## src/rtl/dout_display_if.sv

```systemverilog
// ---------------------------------------------------------------------------
// dout_display_if
// Carries the CPU output word into the display stage.
//   Value       8  value to show (CPU Dout)
//   Valid       1  value is meaningful (CPU Dval)
//   SignedMode  1  1 = interpret Value as two's complement
// master drives the bus (CPU side), slave consumes it (display side).
// ---------------------------------------------------------------------------
interface dout_display_if;
    logic [7:0] Value;
    logic       Valid;
    logic       SignedMode;

    modport master (output Value, Valid, SignedMode);
    modport slave  (input  Value, Valid, SignedMode);
endinterface

```

## src/rtl/dout_display.sv

```systemverilog
// ---------------------------------------------------------------------------
// dout_display
// Shows the CPU output word on a 4-digit multiplexed, active-low 7-segment
// display as sign / hundreds / tens / ones. The binary value is converted to
// BCD with a sequential double-dabble engine (one bit per cycle). A new
// conversion starts whenever the bus differs from the copy captured for the
// previous conversion.
//
// Ports
//   Clock   in   system clock, all state on posedge
//   Reset   in   synchronous, active-high
//   cpu     slave modport of dout_display_if (Value, Valid, SignedMode)
//   Seg     out  segments {g,f,e,d,c,b,a}, active-low, registered
//   DP      out  decimal point, active-low, always off
//   Anode   out  digit enables, active-low, bit 3 = sign digit, registered
//   Busy    out  high while a conversion is in progress
// ---------------------------------------------------------------------------
module dout_display #(
    parameter int REFRESH_DIV = 50000,  // clock cycles per digit slot, >= 2
    parameter bit LZ_BLANK    = 1'b1    // blank leading zeros of hundreds/tens
) (
    input  logic                 Clock,
    input  logic                 Reset,
    dout_display_if.slave        cpu,
    output logic [6:0]           Seg,
    output logic                 DP,
    output logic [3:0]           Anode,
    output logic                 Busy
);

    typedef enum logic [1:0] {
        S_IDLE,
        S_SHIFT,
        S_COMMIT
    } state_t;

    // Display digit codes: 0..9 are decimal digits, the rest are symbols.
    localparam logic [3:0] DIG_DASH  = 4'hA;
    localparam logic [3:0] DIG_BLANK = 4'hF;

    localparam int CNT_W = (REFRESH_DIV > 1) ? $clog2(REFRESH_DIV) : 1;
    localparam logic [CNT_W-1:0] CNT_LAST = CNT_W'(REFRESH_DIV - 1);

    // -----------------------------------------------------------------------
    // Conversion control
    // -----------------------------------------------------------------------
    state_t      state, state_next;
    logic        force_conv;        // forces one conversion after reset
    logic [7:0]  last_value;
    logic        last_valid;
    logic        last_signed;
    logic        cap_neg;
    logic [19:0] dd_reg;            // {hundreds, tens, ones, magnitude}
    logic [2:0]  bit_cnt;

    logic        inputs_changed;
    logic        capture;
    logic [7:0]  mag_in;
    logic        neg_in;

    assign inputs_changed = {cpu.Value, cpu.Valid, cpu.SignedMode}
                         != {last_value, last_valid, last_signed};
    assign capture        = (state == S_IDLE) && (force_conv || inputs_changed);

    // Negating 8'h80 wraps back to 8'h80, which read as unsigned is 128.
    assign neg_in = cpu.SignedMode & cpu.Value[7];
    assign mag_in = neg_in ? 8'(~cpu.Value + 8'd1) : cpu.Value;

    // NOTE: every signal written in always_comb gets a default at the top so
    // no path leaves it unassigned, which would otherwise infer a latch.
    always_comb begin
        state_next = state;
        unique case (state)
            S_IDLE:   if (force_conv || inputs_changed) state_next = S_SHIFT;
            S_SHIFT:  if (bit_cnt == 3'd7)              state_next = S_COMMIT;
            S_COMMIT: state_next = S_IDLE;
            default:  state_next = S_IDLE;
        endcase
    end

    // NOTE: sequential state uses non-blocking assignments so that every
    // flop samples the pre-edge values of the others, as real flops do.
    always_ff @(posedge Clock) begin
        if (Reset) begin
            state      <= S_IDLE;
            force_conv <= 1'b1;
        end else begin
            state <= state_next;
            if (capture) force_conv <= 1'b0;
        end
    end

    assign Busy = (state != S_IDLE);

    // One double-dabble iteration: correct each BCD nibble >= 5, then shift.
    function automatic logic [19:0] dd_step(input logic [19:0] r);
        logic [19:0] a;
        a = r;
        if (a[19:16] >= 4'd5) a[19:16] = a[19:16] + 4'd3;
        if (a[15:12] >= 4'd5) a[15:12] = a[15:12] + 4'd3;
        if (a[11:8]  >= 4'd5) a[11:8]  = a[11:8]  + 4'd3;
        return {a[18:0], 1'b0};
    endfunction

    // NOTE: the datapath registers carry no reset; the force flag guarantees
    // a fresh capture before anything here is used after reset.
    always_ff @(posedge Clock) begin
        if (!Reset && capture) begin
            last_value  <= cpu.Value;
            last_valid  <= cpu.Valid;
            last_signed <= cpu.SignedMode;
            cap_neg     <= neg_in;
            dd_reg      <= {12'd0, mag_in};
            bit_cnt     <= 3'd0;
        end else if (state == S_SHIFT) begin
            dd_reg  <= dd_step(dd_reg);
            bit_cnt <= bit_cnt + 3'd1;
        end
    end

    // -----------------------------------------------------------------------
    // Display digit registers, loaded only at COMMIT so a partial result or
    // an aborted conversion never reaches the pins.
    // -----------------------------------------------------------------------
    logic [3:0] digits [4];
    logic [3:0] bcd_hund, bcd_tens, bcd_ones;

    assign bcd_hund = dd_reg[19:16];
    assign bcd_tens = dd_reg[15:12];
    assign bcd_ones = dd_reg[11:8];

    always_ff @(posedge Clock) begin
        if (Reset) begin
            for (int i = 0; i < 4; i++) digits[i] <= DIG_BLANK;
        end else if (state == S_COMMIT) begin
            if (!last_valid) begin
                for (int i = 0; i < 4; i++) digits[i] <= DIG_DASH;
            end else begin
                digits[3] <= cap_neg ? DIG_DASH : DIG_BLANK;
                digits[2] <= (LZ_BLANK && bcd_hund == 4'd0) ? DIG_BLANK : bcd_hund;
                digits[1] <= (LZ_BLANK && bcd_hund == 4'd0 && bcd_tens == 4'd0)
                             ? DIG_BLANK : bcd_tens;
                digits[0] <= bcd_ones;
            end
        end
    end

    // -----------------------------------------------------------------------
    // Scan: free-running slot timer, independent of the conversion FSM.
    // -----------------------------------------------------------------------
    logic [CNT_W-1:0] refresh_cnt;
    logic [1:0]       digit_idx;

    always_ff @(posedge Clock) begin
        if (Reset) begin
            refresh_cnt <= '0;
            digit_idx   <= 2'd0;
        end else if (refresh_cnt == CNT_LAST) begin
            refresh_cnt <= '0;
            digit_idx   <= digit_idx + 2'd1;
        end else begin
            refresh_cnt <= refresh_cnt + CNT_W'(1);
        end
    end

    function automatic logic [6:0] seg_code(input logic [3:0] d);
        case (d)
            4'd0:    return 7'b1000000;
            4'd1:    return 7'b1111001;
            4'd2:    return 7'b0100100;
            4'd3:    return 7'b0110000;
            4'd4:    return 7'b0011001;
            4'd5:    return 7'b0010010;
            4'd6:    return 7'b0000010;
            4'd7:    return 7'b1111000;
            4'd8:    return 7'b0000000;
            4'd9:    return 7'b0010000;
            DIG_DASH: return 7'b0111111;
            default: return 7'b1111111;
        endcase
    endfunction

    logic [3:0] sel_digit;
    assign sel_digit = digits[digit_idx];

    // Registered outputs track the digit registers directly, so a COMMIT is
    // visible on the next cycle rather than at the end of the current slot.
    always_ff @(posedge Clock) begin
        if (Reset) begin
            Seg   <= 7'h7F;
            Anode <= 4'hF;
        end else begin
            Seg   <= seg_code(sel_digit);
            Anode <= (sel_digit == DIG_BLANK) ? 4'hF : ~(4'b0001 << digit_idx);
        end
    end

    assign DP = 1'b1;

endmodule
```

## src/flat_wrapper.sv

```systemverilog
// flat-port wrapper written by rule: the top's interface ports become plain ports
module dout_display_flat 
#(
    parameter int REFRESH_DIV = 50000,                                      
    parameter bit LZ_BLANK    = 1'b1                                           
)
  (Clock, Reset, Seg, DP, Anode, Busy, cpu_Value, cpu_Valid, cpu_SignedMode);
  dout_display_if cpu_i ();
  input  logic Clock;
  input  logic Reset;
  output logic [6:0] Seg;
  output logic DP;
  output logic [3:0] Anode;
  output logic Busy;
  input wire logic [$bits(cpu_i.Value)-1:0] cpu_Value;
  input wire logic [$bits(cpu_i.Valid)-1:0] cpu_Valid;
  input wire logic [$bits(cpu_i.SignedMode)-1:0] cpu_SignedMode;
  assign cpu_i.Value = cpu_Value;
  assign cpu_i.Valid = cpu_Valid;
  assign cpu_i.SignedMode = cpu_SignedMode;
  dout_display #(.REFRESH_DIV(REFRESH_DIV), .LZ_BLANK(LZ_BLANK)) u_core (.Clock(Clock), .Reset(Reset), .cpu(cpu_i), .Seg(Seg), .DP(DP), .Anode(Anode), .Busy(Busy));
endmodule
```

## config.mk

```make
export PLATFORM = sky130hd
export DESIGN_NAME = dout_display_flat
export DESIGN_NICKNAME = d
export VERILOG_FILES = /design/src/rtl/dout_display_if.sv /design/src/rtl/dout_display.sv /design/src/flat_wrapper.sv
export SDC_FILE = /design/constraint.sdc
export NUM_CORES = 1
export LEC_CHECK = 0
export CAP_MARGIN = 10
export CORE_ASPECT_RATIO = 1.75
export CORE_MARGIN = 4
export CORE_UTILIZATION = 60
export DETAILED_ROUTE_END_ITERATION = 12
export PLACE_DENSITY = 0.77
export SLEW_MARGIN = 10
export SYNTH_ARGS = -nofsm -noshare
export SYNTH_HDL_FRONTEND = slang
export SYNTH_SLANG_ARGS = --single-unit
```

## constraint.sdc

```tcl
create_clock -name Clock -period 3.93 [get_ports Clock]
set_input_delay 0.786 -clock Clock [delete_from_list [all_inputs] [get_ports Clock]]
set_output_delay 0.786 -clock Clock [all_outputs]
set_load 0.01 [all_outputs]
```

==> results.cfg <==
[sta]
rsz0062_at_grt = false
fin_crit_ps = 2770
fin_crit_sh = 0.705
setup_viol = 0
fin_skew_ps = 8.86
fmax_ghz = 0.361
slew_headroom = 0.380
hold_viol = 0
slew_viol_final = 0
final.setup.tns_ps = 0
worstMarginPinSlew_ps = 929

[drt]
first_iter_violations = 155
drtAntennaViolNets = 0
wl_per_cell_um = 13.3
first_pass_iters = 4
drc_errors = 0
route.vias.total = 2557
via_per_inst = 5.33
totalWireLength_um = 6390

[setup_path]
reg2reg_slack_ps = 1670
cp.arrival_ps = 2790
slowest_delay_ps = 730
cp.required_ps = 3940
cp_slowest_cell = a211oi_4
reg2reg_depth = 4
cp_max_fo = 18
critPathCaptureType = flip-flop
r2r_start = u_core.last_valid$_DFFE_PP_
cp-start-kind = primary input
critPathKind = primary input to flip-flop
reg2reg_to = u_core.dd_reg[7]$_DFFE_PP_
crit_chain = clkdlybuf4s50_1, xor2_1, nor3_1, a211oi_4, nand2b_1

[yosys]
postSynthCellCount = 370
synth_area_leaders = dfxtp_1 28%, edfxtp_1 22%, ha_1 6.6%, xnor2_1 6.0%, nand2_1 4.3%
synth_most_common_cell = dfxtp_1
seq_area_frac_synth = 0.505
synthFlopType = dfxtp_1
synth_common_cells = 53 x dfxtp_1, 43 x nand2_1, 33 x nor2_1
syn-num-nets = 402
syn_avg_cell_area_um2 = 10.2
synth_top_area_cell = dfxtp_1
ys_ff_latch = 81
async_reset_ff_frac = 0
ys_warn_count = 0
synth_edf_count = 28
synth_top_area_share = 0.282
synth.distinct_cells = 45
synth_area_mm2 = 0.00377

[power_and_ir_drop]
powerDensity_mw_per_mm2 = 446
finalPower_mw = 1.88
p_leak_nw = 1.55
peakVddDrop_v = 0.000345

[clock_network]
path_clk_slew_ps = 80
cts_tree = yes
post-cts-setup-buffers = 0
cts_resized = 0
cts_buffer_depth = 2
cts_made_buffers = 9
cts_sinks = 81
root_buffer = clkbuf_8
ctsHtreeMaxLevel = 3
clk_latency_ps = 350
holdBufCountCts = 0

[final_layout]
largest_reg_flops = 20
fin_cells = 480
area_growth_pct = 12.1
nNetsFinal = 427
drive_above_1_share = 0.0800
diodes = 0

[global_routing]
grt_usage = 0.195
grt_pass1_vias = 2544
grt_use_met1 = 0.222
grt-ovfl-total = 0
busiest_layer = met2
grt_first_pass_wirelength_um = 11400
grt_start_max_net_pins = 20
antenna_found_initial = 0
grtUsageMet3 = 0.0437
grtUsageMet2 = 0.336

[floorplan]
die_w_um = 67.9
die-area_mm2 = 0.00766
row_count = 38
coreArea_mm2 = 0.00613
initial_utilization = 0.614
num_io_pins = 25
die_h_um = 113

[placed_design]
gp_congestion = 0.791
port-buffer-count = 23
dpl.cell_count = 464
dp_hpwl_um = 4710

[worst_hold_path]
hold_end = u_core.refresh_cnt[0]$_SDFF_PP0_
min_delay_path_depth = 1
hp-class = flip-flop to flip-flop
worstHoldStart = u_core.refresh_cnt[0]$_SDFF_PP0_

[run]
max_cap_viol_count = 0

[outcome]
status = completed
[per-stage QoR]
step | utilization | hold WS (ps) | worst slack (ps) | area, um^2
6_report | 0.688 | 453 | 1160 | 4220
2_1_floorplan | - | 413 | 1700 | 3770
3_3_place_gp | 0.661 | 424 | 810 | 4060
5_1_grt | 0.688 | 485 | 947 | 4220
4_1_cts | 0.688 | 455 | 1170 | 4220
3_5_place_dp | 0.661 | 443 | 774 | 4060
[layer usage]
layer	vias up	wire length [um]
li1	1309	-
met1	1207	2660
met2	29	3370
met3	12	205
met4	0	151
met5	-	0
[critical path, delay by kind of cell]
kind / cells / cell delay, ps
compound gates: 1 / 730
buf+inv: 1 / 590
simple gates: 2 / 500
xor+xnor: 1 / 180
[power breakdown]
part,internal (mW),switching (mW)
combinational,0.149,0.186
sequential,0.961,0.0612
clock,0.243,0.284
[layout by cell type (no fill, tap or decap), types with 2 or more instances in the layout]
master           count
o22a_1               3
and2_1               3
o31ai_1              2
nand2b_1            12
inv_1               19
or3_1                3
xor2_1              10
nor2b_1              2
mux4_1               2
nand2_1             43
mux2i_1              6
o21ai_0             17
clkbuf_8            10
nor3_1               9
a21oi_1             19
dfxtp_1             53
a2bb2oi_1            2
clkdlybuf4s50_1     23
nand3_1              9
and3_1               3
o22ai_1              2
buf_4                3
mux2_2               8
nor2_1              33
clkbuf_1             2
edfxtp_1            28
xnor2_1             26
nor3b_1              2
or2_2                2
ha_1                20
nand4_1              5
a211oi_1             2
clkinv_2             4
[cells by family after synthesis]
logic type,count (synthesis),synth area share
muxes,16,0.0538
AOI/OAI and AO/OA,54,0.0890
and+or+nand+nor,131,0.165
adders and majority gates,20,0.0664
other,1,0.000995
xor gates and xnor gates,36,0.0837
DFF,81,0.505
buffers and inverters,31,0.0359
[worst max-delay path by stage]
stage	endpoint	startpoint	cells after the start	slack (ps)
2_1_floorplan	u_core.dd_reg[0]$_SDFFCE_PN0P_	cpu_Value[0]	6	1700
3_3_place_gp	u_core.dd_reg[1]$_DFFE_PP_	cpu_Value[3]	5	810
3_5_place_dp	u_core.dd_reg[0]$_SDFFCE_PN0P_	cpu_Value[3]	5	770
4_1_cts	u_core.dd_reg[7]$_DFFE_PP_	cpu_Value[3]	5	1170
5_1_grt	u_core.dd_reg[7]$_DFFE_PP_	cpu_Value[0]	6	950
6_report	u_core.dd_reg[7]$_DFFE_PP_	cpu_Value[3]	5	1160
[final cells by class]
class | instances | area (um^2)
multi-input cells | 258 | 1730
fillers | 465 | 1910
inverters | 19 | 71.3
clock buffers | 12 | 145
repair buffers | 26 | 253
flip-flops and latches | 81 | 1900
well taps | 80 | 100
clock inverters | 4 | 20.0
(Power assumes the default switching activity.)
